### src/rtl/sevenseg_pkg.sv
// Shared constants and helpers for the 7-segment scan controller.
// Anode polarity and the blank code live here so every file agrees.
package sevenseg_pkg;

  localparam logic [3:0] DIGIT_BLANK = 4'hF;
  localparam logic       ANODE_ON    = 1'b0;
  localparam logic       ANODE_OFF   = 1'b1;
  localparam int         MAX_DIGITS  = 8;

  typedef enum logic {
    PH_BLANK,
    PH_ON
  } phase_e;

  function automatic int idx_width(int n);
    return (n > 1) ? $clog2(n) : 1;
  endfunction

endpackage

### src/rtl/sevenseg_scan_ctrl_if.sv
// Datapath-side bundle of the scan controller.
// master = value producer / pin owner, slave = scan controller.
interface sevenseg_scan_ctrl_if #(
  parameter int NUM_DIGITS = 4
);

  logic                    enable;
  logic                    load;
  logic [4*NUM_DIGITS-1:0] bcd_in;
  logic                    lz_suppress;
  logic [3:0]              digit_out;
  logic [NUM_DIGITS-1:0]   anodes;
  logic                    frame_tick;

  modport master (
    output enable,
    output load,
    output bcd_in,
    output lz_suppress,
    input  digit_out,
    input  anodes,
    input  frame_tick
  );

  modport slave (
    input  enable,
    input  load,
    input  bcd_in,
    input  lz_suppress,
    output digit_out,
    output anodes,
    output frame_tick
  );

endinterface

### src/rtl/sevenseg_slot_timer.sv
// Slot prescaler plus digit index for the display scan.
// Blank phase is decoded straight from the prescaler count.
module sevenseg_slot_timer
  import sevenseg_pkg::*;
#(
  parameter  int NUM_DIGITS   = 4,
  parameter  int REFRESH_DIV  = 50000,
  parameter  int BLANK_CYCLES = 500,
  localparam int IDX_W        = idx_width(NUM_DIGITS)
) (
  input  logic             clk,
  input  logic             rst,
  input  logic             enable,
  output logic [IDX_W-1:0] idx,
  output logic             in_blank,
  output logic             frame_wrap
);

  localparam int CNT_W = $clog2(REFRESH_DIV);

  logic [CNT_W-1:0] cnt_q, cnt_d;
  logic [IDX_W-1:0] idx_q, idx_d;
  logic             cnt_last;
  logic             idx_last;

  assign cnt_last = (cnt_q == CNT_W'(REFRESH_DIV - 1));
  assign idx_last = (idx_q == IDX_W'(NUM_DIGITS - 1));

  always_comb begin
    cnt_d      = cnt_q;
    idx_d      = idx_q;
    frame_wrap = 1'b0;
    if (!enable) begin
      cnt_d = '0;
      idx_d = '0;
    end else if (cnt_last) begin
      cnt_d      = '0;
      idx_d      = idx_last ? '0 : idx_q + 1'b1;
      frame_wrap = idx_last;
    end else begin
      cnt_d = cnt_q + 1'b1;
    end
  end

  always_ff @(posedge clk) begin
    if (rst) begin
      cnt_q <= '0;
      idx_q <= '0;
    end else begin
      cnt_q <= cnt_d;
      idx_q <= idx_d;
    end
  end

  // A zero-length dead time must not build an always-false compare
  if (BLANK_CYCLES == 0) begin : g_no_blank
    assign in_blank = 1'b0;
  end else begin : g_blank
    assign in_blank = (cnt_q < CNT_W'(BLANK_CYCLES));
  end

  assign idx = idx_q;

endmodule

### src/rtl/sevenseg_scan_ctrl.sv
// Multiplexed scan controller for a common-anode 7-segment display.
// Shadow register, leading-zero mask and registered anode/digit outputs.
module sevenseg_scan_ctrl
  import sevenseg_pkg::*;
#(
  parameter int NUM_DIGITS   = 4,
  parameter int REFRESH_DIV  = 50000,
  parameter int BLANK_CYCLES = 500
) (
  input  logic                clk,
  input  logic                rst,
  sevenseg_scan_ctrl_if.slave bus
);

  localparam int IDX_W = idx_width(NUM_DIGITS);
  localparam int DW    = 4 * NUM_DIGITS;

  logic [IDX_W-1:0]      idx;
  logic                  in_blank;
  logic                  frame_wrap;
  phase_e                phase;

  logic [DW-1:0]         shadow_q, shadow_d;
  logic [3:0]            digit_out_q, digit_out_d;
  logic [NUM_DIGITS-1:0] anodes_q, anodes_d;
  logic                  frame_tick_q, frame_tick_d;
  logic [NUM_DIGITS-1:0] sup;
  logic                  zero_run;

  sevenseg_slot_timer #(
    .NUM_DIGITS  (NUM_DIGITS),
    .REFRESH_DIV (REFRESH_DIV),
    .BLANK_CYCLES(BLANK_CYCLES)
  ) u_timer (
    .clk       (clk),
    .rst       (rst),
    .enable    (bus.enable),
    .idx       (idx),
    .in_blank  (in_blank),
    .frame_wrap(frame_wrap)
  );

  assign phase = in_blank ? PH_BLANK : PH_ON;

  // Zero run scanned from the MSD; digit 0 never joins the mask
  always_comb begin
    zero_run = 1'b1;
    sup      = '0;
    for (int i = NUM_DIGITS - 1; i > 0; i--) begin
      zero_run = zero_run & (shadow_q[4*i +: 4] == 4'h0);
      sup[i]   = bus.lz_suppress & zero_run;
    end
  end

  always_comb begin
    shadow_d     = bus.load ? bus.bcd_in : shadow_q;
    anodes_d     = {NUM_DIGITS{ANODE_OFF}};
    digit_out_d  = DIGIT_BLANK;
    frame_tick_d = frame_wrap;
    if (bus.enable && phase == PH_ON) begin
      for (int i = 0; i < NUM_DIGITS; i++) begin
        if (idx == IDX_W'(i)) begin
          anodes_d[i] = ANODE_ON;
          digit_out_d = sup[i] ? DIGIT_BLANK
                               : shadow_q[4*i +: 4];
        end
      end
    end
  end

  always_ff @(posedge clk) begin
    if (rst) begin
      shadow_q     <= '0;
      anodes_q     <= {NUM_DIGITS{ANODE_OFF}};
      digit_out_q  <= DIGIT_BLANK;
      frame_tick_q <= 1'b0;
    end else begin
      shadow_q     <= shadow_d;
      anodes_q     <= anodes_d;
      digit_out_q  <= digit_out_d;
      frame_tick_q <= frame_tick_d;
    end
  end

  assign bus.anodes     = anodes_q;
  assign bus.digit_out  = digit_out_q;
  assign bus.frame_tick = frame_tick_q;

endmodule
### src/flat_wrapper.sv
// flat-port wrapper written by rule: the top's interface ports become plain ports
module sevenseg_scan_ctrl_flat import sevenseg_pkg::*;
#(
  parameter int NUM_DIGITS   = 4,
  parameter int REFRESH_DIV  = 50000,
  parameter int BLANK_CYCLES = 500
)
  (clk, rst, bus_enable, bus_load, bus_bcd_in, bus_lz_suppress, bus_digit_out, bus_anodes, bus_frame_tick);
  sevenseg_scan_ctrl_if #(.NUM_DIGITS(NUM_DIGITS)) bus_i ();
  input  logic clk;
  input  logic rst;
  input wire logic [$bits(bus_i.enable)-1:0] bus_enable;
  input wire logic [$bits(bus_i.load)-1:0] bus_load;
  input wire logic [$bits(bus_i.bcd_in)-1:0] bus_bcd_in;
  input wire logic [$bits(bus_i.lz_suppress)-1:0] bus_lz_suppress;
  output wire logic [$bits(bus_i.digit_out)-1:0] bus_digit_out;
  output wire logic [$bits(bus_i.anodes)-1:0] bus_anodes;
  output wire logic [$bits(bus_i.frame_tick)-1:0] bus_frame_tick;
  assign bus_i.enable = bus_enable;
  assign bus_i.load = bus_load;
  assign bus_i.bcd_in = bus_bcd_in;
  assign bus_i.lz_suppress = bus_lz_suppress;
  assign bus_digit_out = bus_i.digit_out;
  assign bus_anodes = bus_i.anodes;
  assign bus_frame_tick = bus_i.frame_tick;
  sevenseg_scan_ctrl #(.NUM_DIGITS(NUM_DIGITS), .REFRESH_DIV(REFRESH_DIV), .BLANK_CYCLES(BLANK_CYCLES)) u_core (.clk(clk), .rst(rst), .bus(bus_i));
endmodule
### config.mk
export PLATFORM = sky130hd
export DESIGN_NAME = sevenseg_scan_ctrl_flat
export DESIGN_NICKNAME = d
export VERILOG_FILES = /design/src/rtl/sevenseg_pkg.sv /design/src/rtl/sevenseg_scan_ctrl_if.sv /design/src/rtl/sevenseg_slot_timer.sv /design/src/rtl/sevenseg_scan_ctrl.sv /design/src/flat_wrapper.sv
export SDC_FILE = /design/constraint.sdc
export NUM_CORES = 1
export LEC_CHECK = 0
export ABC_AREA = 1
export CAP_MARGIN = 20
export CORE_ASPECT_RATIO = 0.7
export CORE_MARGIN = 8
export CORE_UTILIZATION = 48
export CTS_CLUSTER_DIAMETER = 30
export DETAILED_ROUTE_END_ITERATION = 12
export PLACE_DENSITY = 0.72
export RECOVER_POWER = 25
export SKIP_LAST_GASP = 1
export SLEW_MARGIN = 30
export SYNTH_ARGS = -nofsm -noshare
export SYNTH_HDL_FRONTEND = slang
export SYNTH_HIERARCHICAL = 1
export SYNTH_SLANG_ARGS = --single-unit
### constraint.sdc
create_clock -name clk -period 3.5 [get_ports clk]
set_clock_uncertainty 0.15 [all_clocks]
set_input_delay 0.7 -clock clk [delete_from_list [all_inputs] [get_ports clk]]
set_output_delay 0.7 -clock clk [all_outputs]
set_load 0.02 [all_outputs]
==> results.toml, run 1 <==
[status]
status = "completed"

[logic_synthesis]
synthAdderAreaFrac_pct = 1.18
synth_edf_count = 0
async_reset_ff_share_pct = 0
synth_cell_type_count = 29
synth-seq-cells = 43
syn-cell-area_sq_um = 2120
synthMuxAreaShare_pct = 0
yosysSeqAreaShare_pct = 40.6
synth_warnings = 6
netlist.area_leader.share_pct = 40.6
synthCells = 294
ys.flop_type = "dfxtp_1"
ys_top_cells_by_count = "nand2_1, dfxtp_1, nor2_1"
synthSimpleGateAreaFrac_pct = 33.4
yosys.area.top_type = "dfxtp_1"
synth_xor_area_share_pct = 1.65
synth_area_leaders = "dfxtp_1, nand2_1, nor2_1"
synth_top_family_by_area = "simple AND/OR/NAND/NOR gates"
synth-compound-area-share_pct = 13.4
syn-num-nets = 317
avgSynthCellArea_sq_um = 7.21
yosysMostFrequentCell = "nand2_1"

[grt]
track_usage_pct = 14.2
antenna_found_initial = 0
grt_pass1_vias = 1649
grt_max_degree = 30
grt_first_pass_wirelength_mm = 7.67
grt.overflow.total = 0

[timing]
fmax_mhz = 426
timing.hold.ws_ns = 0.307
tightest_slew_ns = 0.714
finalHoldViolations = 0
drv_slew = 0
timing.slew.headroom_pct = 52.3
setup-tns-final_ns = 0
min_period_ns = 2.35
rsz0062_at_grt = "false"
fin_crit_sh_pct = 67.1
setup_violations = 0

[die]
die_h_um = 71.6
die_w_um = 95.4
row_count = 20
initial_utilization_pct = 49.2
ioPinCount = 30
dieArea_sq_um = 6830
coreArea_sq_um = 4300

[place]
place.gp.congestion = 0.873
postPlaceCellArea_sq_um = 2430
io_buffers = 29
hpwl_mm = 3.53

[power]
powerDensity_nw_per_um2 = 362
ir_drop_mv = 0.204
finalPower_uw = 908
p_leak_uw = 0.00103

[critical_path]
critPathTopFamily = "buffers and inverters"
crit_required_ns = 3.53
crit_path_max_fanout = 17
cp.buffers_inverters = 3
crit_type = "in -> reg"
crit_path_max_incr_delay_ns = 0.58
cp-end-kind = "register"
critPathLaunchType = "input port"
cp.arrival_ns = 2.38
path_cells = "dlygate4sd3_1 > inv_1 > nand2_1 > inv_1 > nand2_1 > nor3_1 > nor2_1"
timing.reg2reg.setup_slack_ns = 1.42
critPathSlowestCell = "dlygate4sd3_1"

[route]
drt_iter0_drc = 122
ant_nets = 0
routed_wl_mm = 4.51
vias = 1845
route.detailed.drc = 0
routed_via_density = 4.87
wl_per_cell_um = 11.9
drt_pass1_iterations = 4

[finish]
diodes = 0
drive_gt1_share_pct = 12.7
fin_util_pct = 58.2
finalNetCount = 347
final_area_sq_um = 2510
syn_to_final_growth_pct = 18.3

[clock_tree]
path_clk_slew_ns = 0.08
cts_sinks = 43
clockBufferDepth = 2
numCtsBuffers = 5
cts_setup_buffers = 0
ctsHoldBuffers = 0
cts-root-buf = "clkbuf_8"
clk_latency_ns = 0.28
tritoncts = "done"
htree_levels = 2
cts_resized = 0

[hold_path]
hp-class = "reg -> reg"

[run]
maxCapViolations = 0
==> metrics by stage <==
step                      setup slack [ns]  std cells
after floorplan                       1.94        294
after global placement                1.22        372
after detailed placement              1.17        372
after CTS                             1.43        379
after global routing                 0.971        379
final                                 1.15        379
==> power breakdown <==
part | switching, uW | internal, uW
Sequential | 8.33 | 503
Combinational | 45.4 | 38.2
Clock | 158 | 155
==> layer usage <==
metal	vias up	global-route usage [%]	wire length [um]
li1	990	-	-
met1	799	21.3	2460
met2	54	18.1	1620
met3	2	5.53	410
met4	0	3.06	23
met5	-	0	0
==> cells in the final DEF (no fill, tap or decap) <==
cell type / Yosys / final
nor3_1: 1 / 1
nand3_2: 1 / 1
a21oi_2: 4 / 4
nand4_1: 7 / 7
nand3_1: 12 / 12
nor2_2: 6 / 6
nor2_8: 1 / 1
nor2_4: 3 / 2
o21bai_1: 1 / 1
nand2_1: 60 / 61
a21oi_1: 20 / 20
nor2_1: 41 / 42
nand2_2: 6 / 6
dfxtp_1: 43 / 43
o21ai_0: 21 / 21
nand2_4: 3 / 2
inv_1: 33 / 35
inv_2: 10 / 8
nand3_4: 2 / 2
clkbuf_8: 0 / 6
a31oi_1: 1 / 1
ha_1: 2 / 2
clkdlybuf4s50_1: 0 / 27
xnor2_1: 3 / 3
dlygate4sd3_1: 0 / 2
or2_2: 2 / 2
o31ai_1: 4 / 4
xor2_1: 1 / 1
clkinv_2: 0 / 1
==> cell type report <==
cell class	instances	area [sq um]
Tap cell	55	68.8
Multi-Input combinational cell	202	1040
Inverter	43	161
Clock inverter	1	5.00
Timing Repair Buffer	29	290
Fill cell	441	1800
Sequential cell	43	861
Clock buffer	6	82.6
==> state kept, by name (all words and copies together) (netlist names) <==
name                   cells
u_core/u_timer/idx         2
u_core/u_timer/cnt_q      16
u_core/bus.anodes          4
u_core/shadow_q           16
u_core/bus.frame_tick      1
u_core/bus.digit_out       4
==> worst min-delay path: stages, from the launching register on <==
cell and delay [ns]:
dfxtp_1 0.30, inv_1 0.06, a21oi_1 0.06
==> worst paths after layout <==
path,startpoint,to,cells after the start
hold reg to reg,u_core/shadow_q[3]$_SDFFE_PP0P_,u_core/shadow_q[3]$_SDFFE_PP0P_,2
setup / recovery,rst,u_core/bus.digit_out[2]$_SDFF_PP1_,7
setup reg to reg,u_core/u_timer/cnt_q[0]$_SDFF_PP0_,u_core/u_timer/cnt_q[14]$_SDFF_PP0_,6
hold / removal,u_core/shadow_q[3]$_SDFFE_PP0P_,u_core/shadow_q[3]$_SDFFE_PP0P_,2
==> cells by family after synthesis <==
logic type / after synthesis
AOI/OAI and AO/OA: 51
xor gates and xnor gates: 4
adders and majority gates: 2
buffers and inverters: 49
DFF: 43
and+or+nand+nor: 145
(Power assumes the default switching activity.)
==> run 2: changes to the inputs <==
--- a/config.mk
+++ b/config.mk
@@ -12,7 +12,7 @@
 export CORE_UTILIZATION = 48
 export CTS_CLUSTER_DIAMETER = 30
 export DETAILED_ROUTE_END_ITERATION = 12
-export PLACE_DENSITY = 0.72
+export PLACE_DENSITY = 0.74
 export RECOVER_POWER = 25
 export SKIP_LAST_GASP = 1
 export SLEW_MARGIN = 30
==> constraint.sdc (replaced) <==
create_clock -name clk -period 2 [get_ports clk]
set_clock_uncertainty 0.15 [all_clocks]
set_input_delay 0.4 -clock clk [delete_from_list [all_inputs] [get_ports clk]]
set_output_delay 0.4 -clock clk [all_outputs]
set_load 0.02 [all_outputs]
==> results.toml, run 2 (synthesized netlist as in run 1, its figures left out) <==
[grt]
antenna_found_initial = 0
grt_util_met2_pct = 16.8
grt.overflow.total = 0
grt_max_degree = 30
busiest_layer = "met1"
track_usage_pct = 13.9
grt_first_pass_wirelength_mm = 7.60
grt.met1_usage_pct = 21.7
grt_pass1_vias = 1642
met3_usage_pct = 3.65

[timing]
timing.slew.headroom_pct = 52.0
setup_violations = 0
fmax_mhz = 542
tightest_slew_ns = 0.720
min_period_ns = 1.85
drv_slew = 0
setup-tns-final_ns = 0
rsz0062_at_grt = "false"
fin_crit_sh_pct = 92.3
finalHoldViolations = 0

[power]
powerDensity_nw_per_um2 = 625
finalPower_uw = 1570
p_leak_uw = 0.00103
ir_drop_mv = 0.407

[critical_path]
endpoint = "u_core/bus.digit_out[2]$_SDFF_PP1_"
crit_path_max_fanout = 5
timing.reg2reg.setup_slack_ns = 0.15
timing.rr.start = "u_core/u_timer/cnt_q[5]$_SDFF_PP0_"
startpoint = "u_core/u_timer/cnt_q[5]$_SDFF_PP0_"
rr_worst_depth = 9
crit_type = "reg -> reg"
cp-end-kind = "register"
critPathLaunchType = "register"
cp.arrival_ns = 1.88
r2r-end = "u_core/bus.digit_out[2]$_SDFF_PP1_"
crit_required_ns = 2.03

[status]
status = "completed"

[place]
io_buffers = 29
hpwl_mm = 3.49
placed_cells = 377
place.gp.congestion = 0.870

[finish]
layout_common_cells = "nand2_1, nor2_1, dfxtp_1"
finalNetCount = 352
syn_to_final_growth_pct = 19.0
multiInputGateArea_sq_um = 1020
nFillCells = 414
diodes = 0
drive_gt1_share_pct = 13.6
reg_top3 = "u_core/shadow_q (16), u_core/u_timer/cnt_q (16)"
layout_commonest_cell = "nand2_1"
fin_cells = 385
ff_latch_area_sq_um = 862

[clock_tree]
htree_levels = 2
cts-root-buf = "clkbuf_8"
numCtsBuffers = 5
path_clk_slew_ns = 0.08
cts_sinks = 43
tritoncts = "done"
clk_latency_ns = 0.29
ctsHoldBuffers = 0
clockBufferDepth = 2

[die]
row_count = 20
coreArea_sq_um = 4300
initial_utilization_pct = 49.2
ioPinCount = 30
dieArea_sq_um = 6830
die_h_um = 71.6
die_w_um = 95.4

[route]
wl_per_cell_um = 11.7
drt_iter0_drc = 104
route.detailed.drc = 0
drt_pass1_iterations = 4
routed_wl_mm = 4.52
routed_via_density = 4.84
ant_nets = 0
vias = 1865

[hold_path]
hp-class = "reg -> reg"

[run]
maxCapViolations = 0
[run 2: cell types whose count changed in the layout (fill, tap and decap cells not counted), sizes merged]
| cell | delta |
|---|---|
| clkbuf | +2 |
| clkdlybuf4s50 | +1 |
| dlygate4sd3 | -1 |
| buf | +4 |
[run 2: repair_timing]
item / CTS / global route
gates resized for setup: 0 / 3
setup endpoints to repair: 0 / 4
buffers inserted: 0 / 0
[run 2: power by group]
group          leakage [uW]  internal [uW]  switching [uW]
sequential         0.000352            880            15.2
clock             0.0000422            245             283
combinational      0.000632           69.7            81.2
[run 2: area by class of cell]
| class | instances | area share [%] |
|---|---|---|
| flip-flops and latches | 43 | 34.2 |
| clock buffers | 7 | 3.03 |
| clock inverters | 1 | 0.199 |
| inverters | 43 | 6.41 |
| well taps | 55 | 2.73 |
| repair buffers | 34 | 12.9 |
| multi-input cells | 202 | 40.6 |
[run 2: worst min-delay path by stage]
stage	start	to	depth (start not counted)
after floorplan	u_core/shadow_q[0]$_SDFFE_PP0P_	u_core/shadow_q[0]$_SDFFE_PP0P_	2
after global placement	u_core/shadow_q[1]$_SDFFE_PP0P_	u_core/shadow_q[1]$_SDFFE_PP0P_	2
after detailed placement	u_core/shadow_q[3]$_SDFFE_PP0P_	u_core/shadow_q[3]$_SDFFE_PP0P_	2
after CTS	u_core/shadow_q[3]$_SDFFE_PP0P_	u_core/shadow_q[3]$_SDFFE_PP0P_	2
after global routing	u_core/shadow_q[10]$_SDFFE_PP0P_	u_core/shadow_q[10]$_SDFFE_PP0P_	2
final	u_core/shadow_q[3]$_SDFFE_PP0P_	u_core/shadow_q[3]$_SDFFE_PP0P_	2
[run 2: critical path, stage by stage, from the launching register on]
cell	delay, ns
dfxtp_1	0.39
nand2_1	0.13
o31ai_2	0.26
inv_1	0.07
nor2_1	0.11
nand2_1	0.15
inv_2	0.11
nand2_1	0.09
nor3_1	0.18
nor2_1	0.09
[run 2: per-layer routing]
metal / routed length (um) / part of all wire (%) / vias up
li1: - / - / 1002
met5: 0 / 0 / -
met2: 1580 / 35 / 41
met4: 65 / 1.4 / 0
met3: 275 / 6.1 / 7
met1: 2600 / 57 / 815
[run 2: per-stage QoR]
stage	setup WS, ns	cell area [sq um]	hold WS [ns]	util [%]
finish	0.155	2520	0.309	58.5
global route	0.0449	2520	0.331	58.5
CTS	0.163	2550	0.309	59.3
detailed placement	0.0634	2470	0.297	57.4
global placement	0.126	2470	0.294	57.4
floorplan	0.453	2120	0.278	-
==> run 3: changes to the inputs <==
--- a/config.mk
+++ b/config.mk
@@ -5,11 +5,10 @@
 export SDC_FILE = /design/constraint.sdc
 export NUM_CORES = 1
 export LEC_CHECK = 0
-export ABC_AREA = 1
 export CAP_MARGIN = 20
 export CORE_ASPECT_RATIO = 0.7
 export CORE_MARGIN = 8
-export CORE_UTILIZATION = 48
+export CORE_UTILIZATION = 47
 export CTS_CLUSTER_DIAMETER = 30
 export DETAILED_ROUTE_END_ITERATION = 12
 export PLACE_DENSITY = 0.74
==> results.toml, run 3 <==
[critical_path]
cp.buffers_inverters = 0
critPathMostFrequentCell = "or4_4"
cp-end-kind = "register"
critPathSlowestCell = "or4_4"
crit_type = "reg -> reg"
cp.arrival_ns = 2.19
critPathLaunchType = "register"
path_cells = "or4_4 > or4_4 > or3_4 > a21oi_2"
critPathTopFamily = "simple AND/OR/NAND/NOR gates"
crit_required_ns = 2.08
crit_path_max_incr_delay_ns = 0.56
crit_path_max_fanout = 3

[status]
violations = "setup timing"
status = "finished, violations left"

[grt]
grt_max_degree = 18
grt.overflow.total = 0
antenna_found_initial = 0
grt_first_pass_wirelength_mm = 7.02
track_usage_pct = 14.1
grt_pass1_vias = 1477

[logic_synthesis]
netlist.area_leader.share_pct = 45.8
yosysSeqAreaShare_pct = 45.8
syn-num-nets = 227
yosys.area.top_type = "dfxtp_1"
synth-seq-cells = 43
syn-cell-area_sq_um = 1880
synthCells = 204
synth_cell_type_count = 38
avgSynthCellArea_sq_um = 9.21
ys.flop_type = "dfxtp_1"
async_reset_ff_share_pct = 0
synth_edf_count = 0
ys_top_cells_by_count = "dfxtp_1, nor2_1, mux2i_1"
synth_area_leaders = "dfxtp_1, nor2_1, mux2i_1"
synth_warnings = 6

[clock_tree]
htree_levels = 2
cts-root-buf = "clkbuf_8"
tritoncts = "done"
clockBufferDepth = 2
clk_latency_ns = 0.29
path_clk_slew_ns = 0.08
cts_sinks = 43
numCtsBuffers = 5

[timing]
drv_slew = 0
timing.slew.headroom_pct = 64.9
fin_crit_sh_pct = 105
rsz0062_at_grt = "true"
min_period_ns = 2.10
setup_slack_ns = -0.103
setup_violations = 5
finalHoldViolations = 0
fmax_mhz = 475
tightest_slew_ns = 0.526

[place]
pre_cts_ws_ns = -0.208
placed_cells = 291
place.gp.congestion = 0.815
io_buffers = 29
hpwl_mm = 3.02

[power]
p_leak_uw = 0.000888
ir_drop_mv = 0.447
powerDensity_nw_per_um2 = 641

[finish]
reg_top3 = "u_core/shadow_q (16), u_core/u_timer/cnt_q (16)"
syn_to_final_growth_pct = 28.7
fin_cells = 300
layout_common_cells = "nor2_1, dfxtp_1, clkdlybuf4s50_1"
ff_latch_area_sq_um = 863
layout_commonest_cell = "nor2_1"
diodes = 0
finalNetCount = 270
drive_gt1_share_pct = 14.1
multiInputGateArea_sq_um = 970
nFillCells = 342

[die]
initial_utilization_pct = 48.5
die_w_um = 91.6
row_count = 19
coreArea_sq_um = 3870
die_h_um = 68.9
ioPinCount = 30
dieArea_sq_um = 6310

[route]
drt_pass1_iterations = 4
routed_wl_mm = 4.04
vias = 1541
route.detailed.drc = 0
routed_via_density = 5.14
wl_per_cell_um = 13.5
drt_iter0_drc = 89
ant_nets = 0

[hold_path]
hp-class = "reg -> reg"

[run]
maxCapViolations = 0
==> run 3: routing by layer <==
metal | vias to the layer above | track usage (%) | routed length (um)
met5 | - | 0 | 0
met4 | 0 | 6.69 | 71
met3 | 7 | 4.32 | 263
met2 | 44 | 20.6 | 1620
met1 | 693 | 18.7 | 2080
li1 | 797 | - | -
==> run 3: power by group <==
part           leakage (uW)  switching (uW)  internal, uW
combinational      0.000495            50.4          73.4
sequential         0.000351            17.9           877
clock             0.0000412             287           244
==> run 3: worst reg2reg max path: stages (launching register included) <==
cell     delay [ns]
dfxtp_2        0.32
or4_4          0.56
or4_4          0.51
or3_4          0.38
a21oi_2        0.12
==> run 3: cell type report <==
type	instances	share of cell area, %
repair buffers	46	17.3
multi-input cells	147	40.1
clock inverters	2	0.518
clock buffers	6	3.00
flip-flops and latches	43	35.7
well taps	52	2.69
inverters	4	0.621
==> run 3: stage by stage <==
stage                     hold WS (ns)  utilization (%)  power (uW)  instance area [sq um]  setup TNS, ns
after floorplan                  0.280                -         977                   1890        -0.0253
after CTS                        0.360             62.6        1570                   2430         -0.118
after detailed placement         0.341             60.0        1040                   2320         -0.848
after global routing             0.388             62.4        1610                   2420          -1.20
after global placement           0.334             60.0        1040                   2320         -0.645
final                            0.353             62.4        1550                   2420         -0.116
==> run 3: kinds of logic after synthesis <==
kind of cell	Yosys count	share of synthesized area (%)
simple gates	95	27.8
flops	43	45.8
compound gates	20	6.80
mux	16	8.53
xor+xnor	14	6.53
buf+inv	14	3.13
fa+ha+maj	2	1.33
==> run 3: final timing paths <==
| kind | startpoint | endpoint | slack [ns] | depth (start not counted) |
|---|---|---|---|---|
| worst max-delay path | u_core/u_timer/cnt_q[12]$_SDFF_PP0_ | u_core/u_timer/idx[0]$_SDFFE_PP0N_ | -0.10 | 4 |
| worst min-delay path | u_core/shadow_q[1]$_SDFFE_PP0P_ | u_core/shadow_q[1]$_SDFFE_PP0P_ | 0.35 | 2 |
| worst max register to register | u_core/u_timer/cnt_q[12]$_SDFF_PP0_ | u_core/u_timer/idx[0]$_SDFFE_PP0N_ | -0.10 | 4 |
| worst min register to register | u_core/shadow_q[1]$_SDFFE_PP0P_ | u_core/shadow_q[1]$_SDFFE_PP0P_ | 0.35 | 2 |
==> run 3: what timing repair did <==
item                       CTS  global route
pin swaps                    0             0
resized for setup            3             1
setup endpoints to repair    6            20
setup buffers                1             0
hold buffers                 0             0
cloned                       0             0
